[src/rtl/pong_pkg.sv]
`default_nettype none
// ============================================================================
//  Module   : pong_pkg
//  Purpose  : Shared Pong geometry defaults and ball state encoding used by
//             the ball controller and paddle logic.
//  Contents : H_RES, V_RES, BALL_SIZE, paddle geometry, SPEED, HOLD_FRAMES
//             defaults, datapath widths, ball_state_e.
//  Revision : 1.0 - initial release
// ============================================================================
package pong_pkg;

    // Screen and sprite geometry defaults (pixels)
    localparam int H_RES       = 640;
    localparam int V_RES       = 480;
    localparam int BALL_SIZE   = 8;
    localparam int PADDLE_W    = 8;
    localparam int PADDLE_H    = 64;
    localparam int PADDLE_L_X  = 16;
    localparam int PADDLE_R_X  = 616;

    // Motion defaults
    localparam int SPEED       = 2;
    localparam int HOLD_FRAMES = 60;

    // Datapath widths: positions are 11 bits, all arithmetic is done in 12
    // bits so sums and differences never wrap.
    localparam int POS_W   = 11;
    localparam int ARITH_W = 12;

    typedef enum logic [1:0] {
        BALL_IDLE   = 2'd0,
        BALL_PLAY   = 2'd1,
        BALL_SCORED = 2'd2
    } ball_state_e;

endpackage : pong_pkg
`default_nettype wire

[src/rtl/ball_ctrl.sv]
`default_nettype none
// ============================================================================
//  Module   : ball_ctrl
//  Purpose  : Pong ball controller. Holds the ball at centre until served,
//             moves it once per frame, bounces off walls and paddles, and
//             freezes it for HOLD_FRAMES frames after a point is scored.
//  Ports    : clk         in   pixel clock
//             rst         in   asynchronous active-high reset
//             frame_tick  in   one-cycle pulse at frame start
//             serve       in   launch request (level, honoured in IDLE only)
//             paddle_l_y  in   left paddle top y  (11 bits)
//             paddle_r_y  in   right paddle top y (11 bits)
//             ball_x      out  ball top-left x    (11 bits)
//             ball_y      out  ball top-left y    (11 bits)
//             score_l     out  one-cycle pulse, left player scored
//             score_r     out  one-cycle pulse, right player scored
//             hit         out  one-cycle pulse on paddle contact
//             playing     out  high while in PLAY
//  Config   : BALL_SPEEDUP_EN - when defined, each paddle hit raises the
//             speed by 1 px/frame, saturating at 2*SPEED.
//  Revision : 1.0 - initial release
// ============================================================================
module ball_ctrl
    import pong_pkg::*;
#(
    parameter int H_RES       = pong_pkg::H_RES,
    parameter int V_RES       = pong_pkg::V_RES,
    parameter int BALL_SIZE   = pong_pkg::BALL_SIZE,
    parameter int PADDLE_W    = pong_pkg::PADDLE_W,
    parameter int PADDLE_H    = pong_pkg::PADDLE_H,
    parameter int PADDLE_L_X  = pong_pkg::PADDLE_L_X,
    parameter int PADDLE_R_X  = pong_pkg::PADDLE_R_X,
    parameter int SPEED       = pong_pkg::SPEED,
    parameter int HOLD_FRAMES = pong_pkg::HOLD_FRAMES
) (
    input  logic             clk,
    input  logic             rst,
    input  logic             frame_tick,
    input  logic             serve,
    input  logic [POS_W-1:0] paddle_l_y,
    input  logic [POS_W-1:0] paddle_r_y,
    output logic [POS_W-1:0] ball_x,
    output logic [POS_W-1:0] ball_y,
    output logic             score_l,
    output logic             score_r,
    output logic             hit,
    output logic             playing
);

    localparam int HOLD_W = (HOLD_FRAMES > 1) ? $clog2(HOLD_FRAMES) : 1;

    localparam logic [ARITH_W-1:0] C_CENTRE_X = ARITH_W'((H_RES - BALL_SIZE) / 2);
    localparam logic [ARITH_W-1:0] C_CENTRE_Y = ARITH_W'((V_RES - BALL_SIZE) / 2);
    localparam logic [ARITH_W-1:0] C_MAX_X    = ARITH_W'(H_RES - BALL_SIZE);
    localparam logic [ARITH_W-1:0] C_MAX_Y    = ARITH_W'(V_RES - BALL_SIZE);
    localparam logic [ARITH_W-1:0] C_L_FACE   = ARITH_W'(PADDLE_L_X + PADDLE_W);
    localparam logic [ARITH_W-1:0] C_R_FACE   = ARITH_W'(PADDLE_R_X);
    localparam logic [ARITH_W-1:0] C_R_STOP   = ARITH_W'(PADDLE_R_X - BALL_SIZE);
    localparam logic [ARITH_W-1:0] C_BALL     = ARITH_W'(BALL_SIZE);
    localparam logic [ARITH_W-1:0] C_PAD_H    = ARITH_W'(PADDLE_H);
    localparam logic [ARITH_W-1:0] C_SPEED    = ARITH_W'(SPEED);
    localparam logic [HOLD_W-1:0]  C_HOLD     = HOLD_W'(HOLD_FRAMES - 1);

    ball_state_e        state;
    logic               dir_x;      // 1 = right
    logic               dir_y;      // 1 = down
    logic [HOLD_W-1:0]  hold_cnt;
    logic [ARITH_W-1:0] speed;

`ifdef BALL_SPEEDUP_EN
    localparam logic [ARITH_W-1:0] C_SPEED_MAX = ARITH_W'(2 * SPEED);
`else
    assign speed = C_SPEED;
`endif

    // ------------------------------------------------------------------
    // Next-position evaluation for one frame of motion in PLAY
    // ------------------------------------------------------------------
    logic [ARITH_W-1:0] bx, by, pl, pr;
    logic               ov_l, ov_r;
    logic [POS_W-1:0]   nx, ny;
    logic               ndx, ndy, n_hit, n_sl, n_sr;

    assign bx = {1'b0, ball_x};
    assign by = {1'b0, ball_y};
    assign pl = {1'b0, paddle_l_y};
    assign pr = {1'b0, paddle_r_y};

    // Vertical overlap uses the pre-update ball_y.
    assign ov_l = (by + C_BALL > pl) && (by < pl + C_PAD_H);
    assign ov_r = (by + C_BALL > pr) && (by < pr + C_PAD_H);

    always_comb begin
        nx    = ball_x;
        ny    = ball_y;
        ndx   = dir_x;
        ndy   = dir_y;
        n_hit = 1'b0;
        n_sl  = 1'b0;
        n_sr  = 1'b0;

        // Horizontal: paddle contact wins over a miss. On a miss dir_x is
        // left unchanged, which already points toward the conceding side.
        if (!dir_x) begin
            // bx - speed <= face rewritten to avoid underflow
            if ((bx <= C_L_FACE + speed) && ov_l) begin
                nx    = POS_W'(C_L_FACE);
                ndx   = 1'b1;
                n_hit = 1'b1;
            end else if (bx < speed) begin
                nx    = '0;
                n_sr  = 1'b1;
            end else begin
                nx    = POS_W'(bx - speed);
            end
        end else begin
            if ((bx + speed + C_BALL >= C_R_FACE) && ov_r) begin
                nx    = POS_W'(C_R_STOP);
                ndx   = 1'b0;
                n_hit = 1'b1;
            end else if (bx + speed > C_MAX_X) begin
                nx    = POS_W'(C_MAX_X);
                n_sl  = 1'b1;
            end else begin
                nx    = POS_W'(bx + speed);
            end
        end

        // Vertical: walls clamp and reflect in the same frame as any
        // horizontal event, so a corner hit flips both directions.
        if (!dir_y) begin
            if (by < speed) begin
                ny  = '0;
                ndy = 1'b1;
            end else begin
                ny  = POS_W'(by - speed);
            end
        end else begin
            if (by + speed >= C_MAX_Y) begin
                ny  = POS_W'(C_MAX_Y);
                ndy = 1'b0;
            end else begin
                ny  = POS_W'(by + speed);
            end
        end
    end

    // ------------------------------------------------------------------
    // State machine, position registers, hold counter, registered outputs
    // ------------------------------------------------------------------
    always_ff @(posedge clk or posedge rst) begin
        if (rst) begin
            state    <= BALL_IDLE;
            ball_x   <= POS_W'(C_CENTRE_X);
            ball_y   <= POS_W'(C_CENTRE_Y);
            dir_x    <= 1'b1;
            dir_y    <= 1'b1;
            hold_cnt <= '0;
            score_l  <= 1'b0;
            score_r  <= 1'b0;
            hit      <= 1'b0;
            playing  <= 1'b0;
`ifdef BALL_SPEEDUP_EN
            speed    <= C_SPEED;
`endif
        end else begin
            score_l <= 1'b0;
            score_r <= 1'b0;
            hit     <= 1'b0;
            case (state)
                BALL_IDLE: begin
                    ball_x <= POS_W'(C_CENTRE_X);
                    ball_y <= POS_W'(C_CENTRE_Y);
                    // Launch only; a coincident frame_tick does not move.
                    if (serve) begin
                        state   <= BALL_PLAY;
                        playing <= 1'b1;
                    end
                end
                BALL_PLAY: begin
                    if (frame_tick) begin
                        ball_x  <= nx;
                        ball_y  <= ny;
                        dir_x   <= ndx;
                        dir_y   <= ndy;
                        hit     <= n_hit;
                        score_l <= n_sl;
                        score_r <= n_sr;
                        if (n_sl || n_sr) begin
                            state    <= BALL_SCORED;
                            playing  <= 1'b0;
                            hold_cnt <= C_HOLD;
                        end
`ifdef BALL_SPEEDUP_EN
                        if (n_hit && (speed < C_SPEED_MAX)) begin
                            speed <= speed + 1'b1;
                        end
`endif
                    end
                end
                BALL_SCORED: begin
                    if (frame_tick) begin
                        if (hold_cnt == '0) begin
                            state  <= BALL_IDLE;
                            ball_x <= POS_W'(C_CENTRE_X);
                            ball_y <= POS_W'(C_CENTRE_Y);
`ifdef BALL_SPEEDUP_EN
                            speed  <= C_SPEED;
`endif
                        end else begin
                            hold_cnt <= hold_cnt - 1'b1;
                        end
                    end
                end
                default: begin
                    state   <= BALL_IDLE;
                    playing <= 1'b0;
                end
            endcase
        end
    end

endmodule : ball_ctrl
`default_nettype wire
[config.mk]
export PLATFORM = sky130hd
export DESIGN_NAME = ball_ctrl
export DESIGN_NICKNAME = d
export VERILOG_FILES = /design/src/rtl/pong_pkg.sv /design/src/rtl/ball_ctrl.sv
export SDC_FILE = /design/constraint.sdc
export NUM_CORES = 1
export LEC_CHECK = 0
export BUFFER_PORTS_ARGS = -buffer_cell sky130_fd_sc_hd__buf_2
export CAP_MARGIN = 25
export CORE_MARGIN = 4
export CORE_UTILIZATION = 54
export CTS_CLUSTER_DIAMETER = 150
export DETAILED_ROUTE_END_ITERATION = 8
export GPL_TIMING_DRIVEN = 0
export PLACE_DENSITY = 0.79
export SYNTH_ARGS = -nofsm -noshare
export SYNTH_HDL_FRONTEND = slang
export SYNTH_SLANG_ARGS = --single-unit
[constraint.sdc]
create_clock -name clk -period 3.3 [get_ports clk]
set_input_delay 0.33 -clock clk [delete_from_list [all_inputs] [get_ports clk]]
set_output_delay 0.33 -clock clk [all_outputs]
set_load 0.05 [all_outputs]
==> results by group, run 1 <==
Status
  – Status: complete, but fails checks
  – Failing checks: setup timing

Yosys
  – Compound-Gate Fraction of Synth Area: 26.9%
  – Ys Warns: 0
  – Synth Area in Simple Gates: 23.2%
  – Syn Area/Cell: 7.86 sq um
  – Cells after Synth: 552
  – Most frequent cell after synthesis: ha_1
  – Post-synth EDFFs: 0
  – Synth area leaders: ha_1 (14%), dfrtp_1 (13%), dfstp_2 (7.3%), a21oi_1 (4.4%), xnor2_1 (4.2%)
  – Synth unique cells: 81
  – Synth area leader: ha_1
  – FF+latch count, synth: 34
  – Sequential area share after synthesis: 20.0%
  – Synth top cells by count: ha_1 (49), inv_1 (48), nand2_1 (39)
  – XOR/XNOR share of the synthesized area: 6.26%
  – Top_reg_cell synth: dfrtp_1
  – Mux contribution to synthesized area: 1.33%
  – Largest family of logic cells by synthesized area: compound AO/OA/AOI/OAI gates
  – Synthesized-area fraction occupied by adder cells: 14.4%
  – Asr flop ratio synth: 100%
  – Mapped Area: 0.00434 sq mm
  – Top-area cell type share of the netlist area: 14.1%

Setup path
  – Crit path capture: ball_x[3]$_DFFE_PP1P_
  – Arrival time worst endpoint: 3750 ps
  – Crit start category: flip-flop
  – Reg-to-reg startpoint: ball_y[3]$_DFFE_PP1P_
  – Register-to-register path setup slack: -230 ps
  – Crit path max fanout: 5
  – Setup CP Type: flip-flop to flip-flop
  – WP data required: 3520 ps
  – R2R cell count: 14
  – CP startpoint: ball_y[3]$_DFFE_PP1P_
  – Reg2reg end: ball_x[3]$_DFFE_PP1P_
  – Critical Path End Type: flip-flop

Clocking
  – Worst-path clk slew: 80 ps
  – Clock Latency Late Sink: 300 ps
  – CTS tree: built
  – Total CTS buffers: 5
  – H-tree depth: 2
  – Root buffer cell: clkbuf_8
  – Clk sink count: 34
  – CTS Hold Bufs: 0
  – CTS max path bufs: 2

Placement
  – Final GP Congestion: 0.973
  – Cell total after placement: 704
  – Hpwl dp: 9390 microns
  – I/O Buffers: 48

Power and ir drop
  – Clock share of power: 8.6%
  – Sw Ratio: 51.2%
  – Switching pwr: 2030 uW
  – Logic pwr share: 73.0%
  – PnR Total Power: 3960 uW
  – Leak pwr: 0.00229 uW
  – VDD IR max: 0.489 mV
  – Pint: 1930 uW
  – Flop pwr share: 18.5%
  – Pwr/cell area: 735 mW/mm^2

STA
  – WHS: 85.1 ps
  – Slack of the critical path: -232 ps
  – Worst Tran Pin Value: 1040 ps
  – Worst Skew: 14.5 ps
  – Slew margin rel.: 29.5%
  – Slew Viols, Final: 0
  – RSZ-0062 raised after global routing: yes
  – Fmax: 283 MHz
  – Final hold vios: 0
  – Final setup viols: 21
  – Tcrit/Tclk final: 107%
  – Final worst path period need: 3530 ps

Global routing
  – Initial antenna violation count: 0
  – Remaining Overflow, GRT: 0
  – Vias in the first global route: 4418
  – First-pass GRT wire length: 20800 microns
  – Largest net degree at the start of global routing: 23
  – Total global-route track usage: 26.2%

Detailed routing
  – Top routing layer in use: met4
  – Initial DRC Count: 257
  – Wire length on met3: 858 microns
  – Routed WL: 13200 microns
  – Final antenna-violating net count: 0
  – Drt pass-1 iters: 5
  – DRC viols: 0
  – WL met1: 5240 microns
  – Wirelength per Cell: 17.9 microns
  – Routed vias/inst: 6.31
  – Met2 Wirelength: 6520 microns
  – Via count: 4634

Layout
  – Fin cells: 734
  – ANT cells: 0
  – Layout cell share with drive strength beyond 1: 28.3%
  – Area Growth Syn to Fin: 24.3%
  – Final-stage net count: 706

Die
  – Die Width: 97.6 microns
  – Ports: 52
  – Die Ht: 97.6 microns
  – Core box area: 0.00777 sq mm
  – Row Count: 32
  – Full die area: 0.00953 sq mm
  – Initial core utilization: 55.8%

Job
  – Max cap viols: 0

Worst hold path
  – Hold Path Class: primary input to asynchronous set/reset pin
[registers in the layout, summed over array words and instances, names as in the netlist]
| signal | flops |
|---|---|
| ball_x | 10 |
| ball_y | 10 |
| dir_x | 1 |
| dir_y | 1 |
| hit | 1 |
| hold_cnt | 6 |
| playing | 1 |
| score_l | 1 |
| score_r | 1 |
| state | 2 |
[metal layers]
layer / vias to the layer above / global-route usage [%]
met3: 50 / 3.52
met5: - / 0
met1: 2196 / 30.7
met4: 0 / 11.9
met2: 227 / 47.2
li1: 2161 / -
[kinds of logic (layout without fill, tap and decap cells)]
logic type	count (synthesis)	count (layout)
and+or+nand+nor	190	190
AOI/OAI and AO/OA	162	162
buffers and inverters	79	158
adders and majority gates	50	50
DFF	34	34
xor gates and xnor gates	31	31
muxes	5	5
other	1	2
[worst max-delay path: stages, from the launching register on]
cell and delay [ps]:
dfstp_4 640, ha_4 150, and3_4 180, and3_4 220, xor2_4 190, ha_4 240
a2111oi_4 320, o21ai_1 120, a211oi_2 240, a2111oi_4 150, buf_4 210, a21oi_1 150
o21ai_1 130, o31ai_1 370, a21oi_1 130
[timing repair]
action	4_1_cts	5_1_grt
setup endpoints to repair	23	22
pin swaps	19	15
buffers inserted	17	7
cloned	1	0
gates resized for setup	39	25
[power by group through the flow]
stage               clock (uW)  combinational (uW)  sequential [uW]
floorplan                    0                1600              949
global placement             0                2240              751
detailed placement           0                2320              758
CTS                        339                2620              725
global route               357                3120              752
finish                     339                2890              731
[cell type report]
cell class	instances	area, sq um
clock inverters	2	12.5
repair buffers	74	467
multi-input cells	440	3460
inverters	48	180
well taps	102	128
flip-flops and latches	34	876
fillers	603	2380
clock buffers	6	82.6
plain buffers	28	188
[how the worst min path moves through the flow]
stage	depth (start not counted)	end	from
floorplan	1	ball_x[10]$_DFFE_PP0P_	rst
global placement	1	hold_cnt[4]$_DFFE_PP0P_	hold_cnt[4]$_DFFE_PP0P_
detailed placement	2	hold_cnt[1]$_DFFE_PP0P_	rst
CTS	2	hold_cnt[1]$_DFFE_PP0P_	rst
global route	2	hold_cnt[1]$_DFFE_PP0P_	rst
finish	2	ball_x[7]$_DFFE_PP0P_	rst
[per-stage QoR]
stage                     instance area, sq um  TNS [ps]  setup slack [ps]  util, %
after floorplan                           4430     -1200              -287        -
after global placement                    4800     -5450              -493     61.8
after detailed placement                  4830     -7690              -591     62.2
after CTS                                 5230     -1070              -106     67.3
after global routing                      5390     -4600              -339     69.4
final                                     5390     -2740              -232     69.4
[placed cells by master, fill, tap and decap left out, types with 9 or more instances in the layout]
| cell type | count |
|---|---|
| xnor2_1 | 19 |
| nand2_1 | 35 |
| a21oi_1 | 33 |
| o21a_1 | 9 |
| inv_1 | 46 |
| clkbuf_1 | 11 |
| buf_4 | 26 |
| dfrtp_1 | 20 |
| o21ai_1 | 10 |
| ha_1 | 44 |
| dfstp_2 | 10 |
| buf_2 | 51 |
| o21ai_0 | 23 |
| nand3_1 | 25 |
| nor2_1 | 38 |
| a21o_1 | 9 |
| nand4_1 | 13 |
| nor3_1 | 15 |
Power figures use the tool's default switching activity.
==> run 2, diff against run 1 <==
--- a/config.mk
+++ b/config.mk
@@ -5,6 +5,7 @@
 export SDC_FILE = /design/constraint.sdc
 export NUM_CORES = 1
 export LEC_CHECK = 0
+export ABC_AREA = 1
 export BUFFER_PORTS_ARGS = -buffer_cell sky130_fd_sc_hd__buf_2
 export CAP_MARGIN = 25
 export CORE_MARGIN = 4
@@ -12,7 +13,7 @@
 export CTS_CLUSTER_DIAMETER = 150
 export DETAILED_ROUTE_END_ITERATION = 8
 export GPL_TIMING_DRIVEN = 0
-export PLACE_DENSITY = 0.79
+export PLACE_DENSITY = 0.89
 export SYNTH_ARGS = -nofsm -noshare
 export SYNTH_HDL_FRONTEND = slang
 export SYNTH_SLANG_ARGS = --single-unit
==> run 2 against run 1 <==
Compared with the run above:
- clock skew is 8.5 ps lower
- the flow now finishes without violations
- routed wire length is 18% lower
- cell area is 12% lower
- sequential power is 1% lower
==> results by group, run 2 <==
STA
  – Slew Viols, Final: 0 (unchanged)
  – Final hold vios: 0 (unchanged)
  – Fmax: 319 MHz (+13%)
  – Worst Skew: 6.01 ps (-8.46 ps)
  – Slack of the critical path: 162 ps (+394 ps)
  – Final worst path period need: 3140 ps (-394 ps)
  – Worst Tran Pin Value: 718 ps (-327 ps)
  – Final setup viols: 0 (-100%)
  – Slew margin rel.: 51.9% (+22 points)
  – Tcrit/Tclk final: 95.1% (-12 points)

Power and ir drop
  – Clock share of power: 14.0% (+5.4 points)
  – Pint: 1590 uW (-18%)
  – PnR Total Power: 3400 uW (-14%)
  – Sw Ratio: 53.3% (+2.0 points)
  – Flop pwr share: 21.3% (+2.8 points)
  – Pwr/cell area: 719 mW/mm^2 (-2.1%)
  – VDD IR max: 0.586 mV (+20%)
  – Switching pwr: 1810 uW (-11%)
  – Logic pwr share: 64.7% (-8.3 points)
  – Leak pwr: 0.00262 uW (+14%)

Setup path
  – Arrival time worst endpoint: 3320 ps (-430 ps)
  – WP data required: 3480 ps (-40 ps)
  – Crit start category: flip-flop
  – Crit path max fanout: 8 (+3)
  – Critical Path End Type: flip-flop
  – CP max stage delay: 530 ps (-110 ps)
  – Crit path cell chain: inv_1 -> nor3_4 -> xor2_1 -> inv_1 -> ha_1 -> nand2_1 -> nor2_1 -> nor3_1 -> nor2_1 -> nor2_1 -> nand2_1 -> nand4_1 -> nand3_1 -> nand2_1 -> inv_1 -> nand2_2 -> nand2_1 -> nand2_1 -> nand2_1
  – Crit path top cell by count: nand2_1
  – Setup CP Type: flip-flop to flip-flop
  – Critical-path cell with the highest stage delay: dfrtp_1

Layout
  – Design Area, Final: 0.00473 sq mm (-12%)
  – Commonest non-fill, non-tap cell in the layout: nand2_1
  – Layout cell share with drive strength beyond 1: 16.7% (-12 points)
  – Filler cells: 625 (+3.6%)
  – Fin cells: 804 (+9.5%)
  – Final-stage net count: 779 (+10%)
  – Most frequent cells in the layout: nand2_1 (149), inv_1 (107), nand3_1 (61), nor2_1 (61), buf_2 (51)
  – Area Growth Syn to Fin: 15.1%
  – Reg area: 866 sq um (-1.1%)
  – Area of the multi-input gates: 0.00278 sq mm (-20%)
  – ANT cells: 0 (unchanged)
  – Biggest regs: ball_x x10, ball_y x10, hold_cnt x6

Placement
  – Final GP Congestion: 0.955 (-1.9%)
  – I/O Buffers: 49 (+2.1%)
  – Post-placement cell area: 0.00451 sq mm (-6.6%)
  – Pre-CTS setup slack: 1.18 ps (+592 ps)
  – Hpwl dp: 8500 microns (-9.4%)
  – Cell total after placement: 790 (+12%)

Clocking
  – CTS max path bufs: 2 (unchanged)
  – H-tree depth: 2 (unchanged)
  – Clock Latency Late Sink: 290 ps (about the same)
  – Clk sink count: 34 (unchanged)
  – Root buffer cell: clkbuf_8
  – CTS tree: built
  – CTS Hold Bufs: 0 (unchanged)
  – Total CTS buffers: 5 (unchanged)
  – Worst-path clk slew: 70 ps (about the same)

Yosys
  – Synth top cells by count: nand2_1 (149), inv_1 (108), nor2_1 (63)
  – Post-synth EDFFs: 0 (unchanged)
  – Synth area leaders: ha_1 (15%), nand2_1 (14%), dfrtp_1 (13%), inv_1 (9.9%), dfstp_2 (7.7%)
  – Most frequent cell after synthesis: nand2_1
  – Synth unique cells: 44 (-46%)
  – Mapped Area: 0.00411 sq mm (-5.2%)
  – Asr flop ratio synth: 100% (unchanged)
  – Cells after Synth: 640 (+16%)
  – Ys Warns: 0 (unchanged)
  – Sequential area share after synthesis: 21.1% (+1.1 points)
  – Syn Area/Cell: 6.42 sq um (-18%)
  – FF+latch count, synth: 34 (unchanged)
  – Top-area cell type share of the netlist area: 14.9% (+0.78 points)
  – Top_reg_cell synth: dfrtp_1
  – Synth area leader: ha_1

Status
  – Status: finished clean

Global routing
  – First-pass GRT wire length: 17900 microns (-14%)
  – Largest net degree at the start of global routing: 23 (unchanged)
  – Initial antenna violation count: 0 (unchanged)
  – Total global-route track usage: 24.2% (-2.0 points)
  – Vias in the first global route: 4160 (-5.8%)
  – Remaining Overflow, GRT: 0 (unchanged)

Die
  – Full die area: 0.00907 sq mm (-4.8%)
  – Die Width: 95.2 microns (-2.4%)
  – Die Ht: 95.2 microns (-2.4%)
  – Initial core utilization: 56.1% (+0.22 points)
  – Core box area: 0.00733 sq mm (-5.6%)
  – Row Count: 31 (-3.1%)
  – Ports: 52 (unchanged)

Detailed routing
  – Via count: 4451 (-3.9%)
  – Initial DRC Count: 325 (+26%)
  – DRC viols: 0 (unchanged)
  – Routed WL: 10700 microns (-18%)
  – Drt pass-1 iters: 6 (+1)
  – Wirelength per Cell: 13.3 microns (-26%)
  – Routed vias/inst: 5.54 (-12%)
  – Final antenna-violating net count: 0 (unchanged)

Worst hold path
  – Hold Path Class: primary input to asynchronous set/reset pin

Job
  – Max cap viols: 0 (unchanged)
-- run 2: changes by cell type after synthesis, moves of 9 or more --
cell	change
a21o_1	-9
clkbuf_1	-11
nand3_1	+35
nand2_1	+110
inv_1	+60
xor2_1	+13
a31oi_1	-9
xnor2_1	-18
nand2_2	+12
or3_1	-10
o21ai_0	-12
nor2_1	+25
a21oi_1	-10
-- run 2: final timing paths --
path | start | to | slack [ps] | cells past startpoint
setup / recovery | ball_y[4]$_DFFE_PP0P_ | hold_cnt[3]$_DFFE_PP0P_ | 160 | 19
hold / removal | rst | hold_cnt[1]$_DFFE_PP0P_ | 80 | 2
setup reg to reg | ball_y[4]$_DFFE_PP0P_ | hold_cnt[3]$_DFFE_PP0P_ | 160 | 19
hold reg to reg | playing$_DFFE_PP0P_ | playing$_DFFE_PP0P_ | 480 | 2
max in group asynchronous | rst | ball_y[7]$_DFFE_PP1P_ | 2630 | 3
min in group clk | playing$_DFFE_PP0P_ | playing$_DFFE_PP0P_ | 480 | 2
-- run 2: final cells by class --
cell class              instances  share of cell area [%]
repair buffers                 56                    6.72
clock buffers                   6                    1.75
inverters                     115                    9.18
clock inverters                 2                    1.27
multi-input cells             480                    58.7
plain buffers                  12                    1.48
well taps                      99                    2.62
flip-flops and latches         34                    18.3
-- run 2: kinds of logic (layout without fill, tap and decap cells) --
group,count (synthesis),in the layout,synth area share [%]
buffers and inverters,127,191,12.3
other,1,2,0.0912
AOI/OAI and AO/OA,73,73,10.3
and+or+nand+nor,330,330,35.8
xor gates and xnor gates,26,26,5.54
DFF,34,34,21.1
adders and majority gates,49,49,14.9
-- run 2: power groups by stage --
stage               clock (uW)  combinational (uW)  sequential [uW]
CTS                        481                2130              721
global route               498                2470              741
floorplan                    0                1440              908
detailed placement           0                2110              726
global placement             0                2010              719
finish                     478                2200              724
-- run 2: repair_timing --
item / in CTS / in global routing
setup buffers: 0 / 6
endpoints found under the setup margin: 8 / 16
resized for setup: 1 / 7
pin swaps: 0 / 1
-- run 2: metrics by stage --
step	util, %	hold WS (ps)	setup TNS, ps
6_report	64.5	82.7	0
5_1_grt	64.5	119	-197
4_1_cts	63.5	93.9	0
3_5_place_dp	61.5	406	0
3_3_place_gp	61.2	455	0
2_1_floorplan	-	457	0
-- run 2: critical path, delay by kind of cell, from the launching register on --
family / cells / cell delay (ps)
AND/OR/NAND/NOR: 14 / 1720
buffers and inverters: 3 / 330
flip-flops: 1 / 530
XOR/XNOR: 1 / 180
adder cells (fa/ha/maj): 1 / 270
-- run 2: layer usage --
layer	up-vias	share of wire (%)	global-route usage [%]
li1	2194	-	-
met1	2032	43	30.8
met2	196	48	43.2
met3	29	6.6	3.31
met4	0	1.8	5.41
met5	-	0	0
